===== src/rtl/pmem_burst_adaptor_if.sv =====
// Bus bundle for pmem_burst_adaptor: cache-side line port plus memory-side burst port.
// The slave modport is the adaptor's view; master is the cache/memory environment's view.
interface pmem_burst_adaptor_if #(
  parameter int unsigned BEATS  = 4,
  parameter int unsigned BEAT_W = 64,
  parameter int unsigned ADDR_W = 32
);
  localparam int unsigned LINE_W = BEATS * BEAT_W;

  // Cache-side line port
  logic [ADDR_W-1:0] line_addr_i;
  logic              line_read_i;
  logic              line_write_i;
  logic [LINE_W-1:0] line_wdata_i;
  logic [LINE_W-1:0] line_rdata_o;
  logic              line_resp_o;

  // Memory-side burst port
  logic [ADDR_W-1:0] burst_addr_o;
  logic              burst_read_o;
  logic              burst_write_o;
  logic [BEAT_W-1:0] burst_wdata_o;
  logic [BEAT_W-1:0] burst_rdata_i;
  logic              burst_resp_i;

  modport slave (
    input  line_addr_i, line_read_i, line_write_i, line_wdata_i,
    input  burst_rdata_i, burst_resp_i,
    output line_rdata_o, line_resp_o,
    output burst_addr_o, burst_read_o, burst_write_o, burst_wdata_o
  );

  modport master (
    output line_addr_i, line_read_i, line_write_i, line_wdata_i,
    output burst_rdata_i, burst_resp_i,
    input  line_rdata_o, line_resp_o,
    input  burst_addr_o, burst_read_o, burst_write_o, burst_wdata_o
  );
endinterface


===== src/rtl/pmem_burst_adaptor.sv =====
// pmem_burst_adaptor: turns one cacheline read/write request into a BEATS-long burst
// on the memory bus, gathering read beats into a line and splitting a write line into beats,
// then answers the cache with a single-cycle line response.
// Optional feature macro: PMEM_BURST_TIMEOUT_EN adds an inter-beat idle timeout that
// forces completion and raises a sticky timeout_o flag.
module pmem_burst_adaptor #(
  parameter int unsigned BEATS   = 4,
  parameter int unsigned BEAT_W  = 64,
  parameter int unsigned ADDR_W  = 32,
  parameter int unsigned TIMEOUT = 255
) (
  input  logic                 clk,
  input  logic                 rst,
  pmem_burst_adaptor_if.slave  bus
`ifdef PMEM_BURST_TIMEOUT_EN
  ,
  output logic                 timeout_o
`endif
);

  localparam int unsigned LINE_W = BEATS * BEAT_W;
  localparam int unsigned CNT_W  = (BEATS > 1) ? $clog2(BEATS) : 1;
  // Byte-offset bits within a line; cleared to form the line-aligned burst address.
  localparam int unsigned OFF_W  = $clog2(LINE_W / 8);

  localparam logic [1:0] StIdle  = 2'd0;
  localparam logic [1:0] StRead  = 2'd1;
  localparam logic [1:0] StWrite = 2'd2;
  localparam logic [1:0] StDone  = 2'd3;

  logic [1:0]        state_q, state_d;
  logic [CNT_W-1:0]  cnt_q;
  logic [ADDR_W-1:0] addr_q;
  logic [LINE_W-1:0] wbuf_q;
  logic [LINE_W-1:0] rdata_q;

  logic in_burst;
  logic beat_acc;
  logic beat_last;
  logic accept;
  logic idle_expire;

  assign in_burst  = (state_q == StRead) || (state_q == StWrite);
  assign beat_acc  = in_burst && bus.burst_resp_i;
  assign beat_last = (cnt_q == CNT_W'(BEATS - 1));
  assign accept    = (state_q == StIdle) && (bus.line_write_i || bus.line_read_i);

  // Offset bits of the incoming address are dropped on purpose.
  logic unused_addr_off;
  assign unused_addr_off = ^bus.line_addr_i[OFF_W-1:0];

`ifdef PMEM_BURST_TIMEOUT_EN
  logic [7:0] idle_q;
  logic       timeout_q;

  assign idle_expire = in_burst && !bus.burst_resp_i && (idle_q == 8'(TIMEOUT));
  assign timeout_o   = timeout_q;

  // Idle counter between beats; sticky flag once a burst is abandoned for silence.
  always_ff @(posedge clk or posedge rst) begin
    if (rst) begin
      idle_q    <= 8'd0;
      timeout_q <= 1'b0;
    end else begin
      if (!in_burst || bus.burst_resp_i) begin
        idle_q <= 8'd0;
      end else begin
        idle_q <= idle_q + 8'd1;
      end
      if (idle_expire) begin
        timeout_q <= 1'b1;
      end
    end
  end
`else
  assign idle_expire = 1'b0;
`endif

  // Next-state logic; write wins when both requests are present.
  always_comb begin
    state_d = state_q;
    case (state_q)
      StIdle: begin
        if (bus.line_write_i) begin
          state_d = StWrite;
        end else if (bus.line_read_i) begin
          state_d = StRead;
        end
      end
      StRead, StWrite: begin
        if ((beat_acc && beat_last) || idle_expire) begin
          state_d = StDone;
        end
      end
      StDone:  state_d = StIdle;
      default: state_d = StIdle;
    endcase
  end

  // State register.
  always_ff @(posedge clk or posedge rst) begin
    if (rst) begin
      state_q <= StIdle;
    end else begin
      state_q <= state_d;
    end
  end

  // Burst context capture at accept, beat counting and read-line assembly.
  always_ff @(posedge clk or posedge rst) begin
    if (rst) begin
      cnt_q   <= '0;
      addr_q  <= '0;
      wbuf_q  <= '0;
      rdata_q <= '0;
    end else if (accept) begin
      addr_q <= {bus.line_addr_i[ADDR_W-1:OFF_W], OFF_W'(0)};
      wbuf_q <= bus.line_wdata_i;
      cnt_q  <= '0;
    end else if (beat_acc) begin
      cnt_q <= beat_last ? '0 : cnt_q + CNT_W'(1);
      if (state_q == StRead) begin
        rdata_q[cnt_q*BEAT_W +: BEAT_W] <= bus.burst_rdata_i;
      end
    end
  end

  // Moore outputs decoded from state only.
  assign bus.burst_read_o  = (state_q == StRead);
  assign bus.burst_write_o = (state_q == StWrite);
  assign bus.line_resp_o   = (state_q == StDone);
  assign bus.burst_addr_o  = addr_q;
  assign bus.line_rdata_o  = rdata_q;
  assign bus.burst_wdata_o = (state_q == StWrite) ? wbuf_q[cnt_q*BEAT_W +: BEAT_W] : '0;

endmodule


===== src/flat_wrapper.sv =====
// flat-port wrapper written by rule: the top's interface ports become plain ports
module pmem_burst_adaptor_flat 
#(
  parameter int unsigned BEATS   = 4,
  parameter int unsigned BEAT_W  = 64,
  parameter int unsigned ADDR_W  = 32,
  parameter int unsigned TIMEOUT = 255
)
  (clk, rst, bus_line_addr_i, bus_line_read_i, bus_line_write_i, bus_line_wdata_i, bus_burst_rdata_i, bus_burst_resp_i, bus_line_rdata_o, bus_line_resp_o, bus_burst_addr_o, bus_burst_read_o, bus_burst_write_o, bus_burst_wdata_o);
  pmem_burst_adaptor_if #(.BEATS(BEATS), .BEAT_W(BEAT_W), .ADDR_W(ADDR_W)) bus_i ();
  input  logic clk;
  input  logic rst;
  input wire logic [$bits(bus_i.line_addr_i)-1:0] bus_line_addr_i;
  input wire logic [$bits(bus_i.line_read_i)-1:0] bus_line_read_i;
  input wire logic [$bits(bus_i.line_write_i)-1:0] bus_line_write_i;
  input wire logic [$bits(bus_i.line_wdata_i)-1:0] bus_line_wdata_i;
  input wire logic [$bits(bus_i.burst_rdata_i)-1:0] bus_burst_rdata_i;
  input wire logic [$bits(bus_i.burst_resp_i)-1:0] bus_burst_resp_i;
  output wire logic [$bits(bus_i.line_rdata_o)-1:0] bus_line_rdata_o;
  output wire logic [$bits(bus_i.line_resp_o)-1:0] bus_line_resp_o;
  output wire logic [$bits(bus_i.burst_addr_o)-1:0] bus_burst_addr_o;
  output wire logic [$bits(bus_i.burst_read_o)-1:0] bus_burst_read_o;
  output wire logic [$bits(bus_i.burst_write_o)-1:0] bus_burst_write_o;
  output wire logic [$bits(bus_i.burst_wdata_o)-1:0] bus_burst_wdata_o;
  assign bus_i.line_addr_i = bus_line_addr_i;
  assign bus_i.line_read_i = bus_line_read_i;
  assign bus_i.line_write_i = bus_line_write_i;
  assign bus_i.line_wdata_i = bus_line_wdata_i;
  assign bus_i.burst_rdata_i = bus_burst_rdata_i;
  assign bus_i.burst_resp_i = bus_burst_resp_i;
  assign bus_line_rdata_o = bus_i.line_rdata_o;
  assign bus_line_resp_o = bus_i.line_resp_o;
  assign bus_burst_addr_o = bus_i.burst_addr_o;
  assign bus_burst_read_o = bus_i.burst_read_o;
  assign bus_burst_write_o = bus_i.burst_write_o;
  assign bus_burst_wdata_o = bus_i.burst_wdata_o;
  pmem_burst_adaptor #(.BEATS(BEATS), .BEAT_W(BEAT_W), .ADDR_W(ADDR_W), .TIMEOUT(TIMEOUT)) u_core (.clk(clk), .rst(rst), .bus(bus_i));
endmodule

===== config.mk =====
export PLATFORM = sky130hd
export DESIGN_NAME = pmem_burst_adaptor_flat
export DESIGN_NICKNAME = d
export VERILOG_FILES = /design/src/rtl/pmem_burst_adaptor_if.sv /design/src/rtl/pmem_burst_adaptor.sv /design/src/flat_wrapper.sv
export SDC_FILE = /design/constraint.sdc
export NUM_CORES = 1
export LEC_CHECK = 0
export ABC_AREA = 1
export CORE_AREA = 2 2 275 277
export DETAILED_ROUTE_END_ITERATION = 8
export DIE_AREA = 0 0 277 279
export SETUP_SLACK_MARGIN = 0.4
export SKIP_CTS_REPAIR_TIMING = 1
export SLEW_MARGIN = 20
export SYNTH_ARGS = -nofsm -noshare
export SYNTH_HDL_FRONTEND = slang
export SYNTH_SLANG_ARGS = --single-unit

===== constraint.sdc =====
create_clock -name clk -period 28.3 [get_ports clk]
set_clock_uncertainty 0.15 [all_clocks]
set_input_delay 5.66 -clock clk [delete_from_list [all_inputs] [get_ports clk]]
set_output_delay 5.66 -clock clk [all_outputs]
set_load 0.01 [all_outputs]

# Word-level counts from Yosys, hierarchy flattened
# Index checks and enable logic that the tools add are counted.
[totals] regBits=543 input_bits=357 output_inout_bits=355 elab_cells=36
[op_classes] addsub=2 n_eq_ne=6 n_shift=3 n_mux=9 bitwise=1 n_reduce_logical=10
[ops] cell="256-bit bitwise mux" count=1
[ops] cell="64-bit by 34-bit variable shift with 256-bit output (first input constant)" count=1
[ops] cell="256-bit by 9-bit indexed part select with 64-bit output" count=1
[ops] cell="64-bit by 34-bit indexed part select with 256-bit output" count=1
[ops] cell="64-bit 2-to-1 mux" count=1
[ops] cell="8-bit negator with 34-bit output" count=1
[ops] cell="2-bit 2-to-1 mux" count=6
[ops] cell="2-bit == test (second input constant)" count=3
[ops] cell="2-bit case mux with 3 select lines" count=1
[ops] cell="1-bit logical AND" count=3
[ops] cell="3-bit != test (second input constant)" count=1
[ops] cell="3-bit AND reduction" count=1
[ops] cell="2-bit by 1-bit adder with 2-bit output (second input constant)" count=1
[ops] cell="2-bit by 1-bit == test with 1-bit output (second input constant)" count=1
[ops] cell="2-bit logical NOT" count=1
[ops] cell="1-bit logical OR" count=2
[ops] cell="2-bit by 1-bit != test with 1-bit output (second input constant)" count=1
[ops] cell="2-bit AND reduction" count=1
[ops] cell="2-bit nonzero test" count=1
[ops] cell="2-bit OR reduction" count=1
[ops] cell="1-bit inverter" count=1

# Longest topological paths before layout
[depth] ltp_word=6 ltp_mapped=10 ltp_nobuf=7

# Least setup slack after synthesis
# Ideal clock, no wire load.
[synth_path] kind="register to output" start="reg u_core.cnt_q[1]" end="out bus_burst_wdata_o[15]" t_arrival_ps=1258 required_ps=22490 path_slack_ps=21232 stages_incl_launch_ff=6 n_path_buf=2 path_cell_list="dfrtp_1 -> inv_1 -> buf_2 -> clkbuf_1 -> nand3_1 -> a21oi_1"
[synth_between] elab_chain_cells=2
[synth_rtl] element="start, declared" line="pmem_burst_adaptor.sv:32" text="logic [CNT_W-1:0] cnt_q;"
[synth_rtl] element="start signal, assigned" line="pmem_burst_adaptor.sv:121" text="cnt_q <= beat_last ? '0 : cnt_q + CNT_W'(1);"
[synth_rtl] element="256-bit by 9-bit indexed part select with 64-bit output" line="pmem_burst_adaptor.sv:134" text="assign bus.burst_wdata_o = (state_q == StWrite) ? wbuf_q[cnt_q*BEAT_W +: BEAT_W] : '0;"
[synth_rtl] element="64-bit 2-to-1 mux" line="pmem_burst_adaptor.sv:134"
[synth_rtl] element="end, declared" line="flat_wrapper.sv:24" text="output wire logic [$bits(bus_i.burst_wdata_o)-1:0] bus_burst_wdata_o;"
# No other way between the ends.

# Worst setup path after layout
[layout_path] start="reg u_core.cnt_q[1]" end="out bus_burst_wdata_o[57]"
# The elaborated chain is that of the path after synthesis.

==> flow_summary.ini <==
[synthesis]
syn_inst = 2927
synth_top_family_by_area = simple AND/OR/NAND/NOR gates
synthAdderAreaFrac_pct = 0.517
ys_ff_latch = 543
synth_compound_area_share_pct = 11.9
ys_warn_count = 0
ys_seq_area_share_pct = 56.2
ys_types = 23
synth-simple-area-share_pct = 22.0
synthXorXnorAreaFrac_pct = 0
syn_area_per_cell_sq_um = 8.27
synth_mux_area_share_pct = 0
syn-cell-area_sq_mm = 0.0242

[worst_setup_path]
start_kind = flip-flop
crit_fanout = 38
endpoint_kind = primary output
rr_endpoint = u_core.bus.line_rdata_o[78]
rrSetupSlack_ps = 22730
required_ps = 22490
ff2ff_path_depth = 9
r2r-start = u_core.cnt_q[0]
path_class = reg -> out
cp.arrival_ps = 3870

[timing]
fin_crit_ps = 9680
timing.fmax_mhz = 103
setup_viol = 0
worst_pin_slew_ps = 1140
period_share_pct = 34.2
tns_ps = 0
slew_viol_final = 0
maxSlewHeadroom_pct = 24.3
setup_ws_ps = 18620
rsz0062_at_grt = false
finalHoldViolCount = 0

[drt]
wl_mm = 86.5
antenna_left = 0
first_pass_iters = 5
wl_per_cell_um = 19.1
remaining_drc_errors = 0
dr.first_iter.drc_count = 1732
vias_per_cell = 4.82
num_vias = 21800

[die]
die_x_um = 277
rows = 100
core_area_sq_mm = 0.0741
die_h_um = 279
ios = 712
fp.dieArea_sq_mm = 0.0773
start_util_pct = 32.7

[hold_path]
min_from = u_core.bus.line_rdata_o[222]
min_to = u_core.bus.line_rdata_o[222]
min_path_cells = 2
worstHoldPathType = reg -> reg

[final_layout]
final_cells = 4521
layout-drive-gt1-share_pct = 4.24
fillers = 7372
final_area_sq_mm = 0.0337
areaGrowthSynthToFinish_pct = 39.4
nets = 3860

[job]
maxCapViolCount = 0

[placement]
place_worst_setup_slack_ps = 19160
placed_area_sq_mm = 0.0316
place_inst = 4400
gp_congestion = 0.856
dp_hpwl_mm = 57.0
portBuffers = 701

[power]
p_leak_nw = 15.4
totalPowerFinal_w = 0.00330
powerDensity_mw_per_mm2 = 97.8
ir_drop_v = 0.0000823

[clocking]
clkSinkCount = 543
cts_buffers = 60
clk-insertion-delay-late_ps = 610
cts_buffer_depth = 3
cts_tree = done
cts_root_buf = clkbuf_16
clk_pin_slew_ps = 60
htree_levels = 2

[global_route]
overflow = 0
grt_pass1_wl_mm = 131
grt.total_usage_pct = 21.8
grt_pass1_vias = 20800
grt_antenna_before_repair = 31
grt_max_degree = 251

[run_status]
status = completed
-- final cells by class --
type	instances	area [sq um]	area share [%]
clock inverters	20	224	0.664
inverters	311	1180	3.50
repair buffers	728	7250	21.5
diodes	11	27.5	0.0816
multi-input cells	1849	8400	24.9
flip-flops and latches	543	13600	40.3
clock buffers	90	1830	5.44
well taps	969	1210	3.60
-- flip-flops by register name (all words and copies together) (netlist names) --
register and flops:
u_core.bus.burst_addr_o 27, u_core.wbuf_q 256, u_core.cnt_q 2, u_core.bus.line_rdata_o 256, u_core.state_q 2
-- logic make-up (layout without fill, tap and decap cells) --
family / after synthesis / in the layout
fa+ha+maj: 10 / 10
flops: 543 / 543
other cells: 1 / 16
buf+inv: 539 / 1149
simple gates: 1261 / 1261
compound gates: 573 / 573
-- power breakdown --
group / switching [W] / internal (W)
Clock: 0.000334 / 0.000481
Sequential: 0.000102 / 0.00103
Combinational: 0.000844 / 0.000505
Total: 0.00128 / 0.00202
-- cell usage after synthesis, drive strengths merged --
cell	number	area (sq um)
a21oi	321	1610
buf	151	810
clkbuf	77	297
conb	1	3.75
dfrtp	543	13600
ha	10	125
inv	311	1170
nand2	608	2280
nand3	325	1630
nand4	64	400
nor2	264	1010
o211ai	1	7.51
o21ai	251	1270
-- worst max-delay path by stage --
stage | slack [ps] | to | cells past startpoint | start
2_1_floorplan | 7310 | u_core.bus.burst_addr_o[10] | 1 | rst
6_report | 18620 | bus_burst_wdata_o[57] | 5 | u_core.cnt_q[1]
4_1_cts | 18470 | bus_burst_wdata_o[57] | 5 | u_core.cnt_q[1]
5_1_grt | 18450 | bus_burst_wdata_o[57] | 5 | u_core.cnt_q[1]
3_5_place_dp | 19160 | bus_burst_wdata_o[57] | 5 | u_core.cnt_q[1]
3_3_place_gp | 19120 | bus_burst_wdata_o[57] | 5 | u_core.cnt_q[1]
-- layer usage --
layer	track usage, %	share of wire, %
met3	7.92	9.6
met5	0	0.28
met1	28.2	42
met2	34.6	46
met4	5.91	2.4
-- cell usage in the layout (no fill, tap or decap), drive strengths merged --
cell type and count:
clkdlybuf4s50 701, nand2 608, dfrtp 543, nand3 325, a21oi 321, inv 311, nor2 264, o21ai 251
clkbuf 90, nand4 64, buf 27, clkinv 14, diode 11, ha 10, conb 5, bufinv 4
clkinvlp 2, o211ai 1
-- stage by stage --
| stage | utilization [%] | hold slack, ps |
|---|---|---|
| 6_report | 45.5 | 330 |
| 5_1_grt | 45.5 | 347 |
| 4_1_cts | 45.5 | 331 |
| 3_5_place_dp | 42.7 | 314 |
| 3_3_place_gp | 42.7 | 314 |
| 2_1_floorplan | - | 331 |
-- critical path: stages (launching register included) --
cell and delay [ps]:
dfrtp_2 670, inv_2 680, buf_4 580, nand3_1 150, a21oi_1 460, clkdlybuf4s50_1 650
Note: power is estimated with default switching activity, not from simulation.
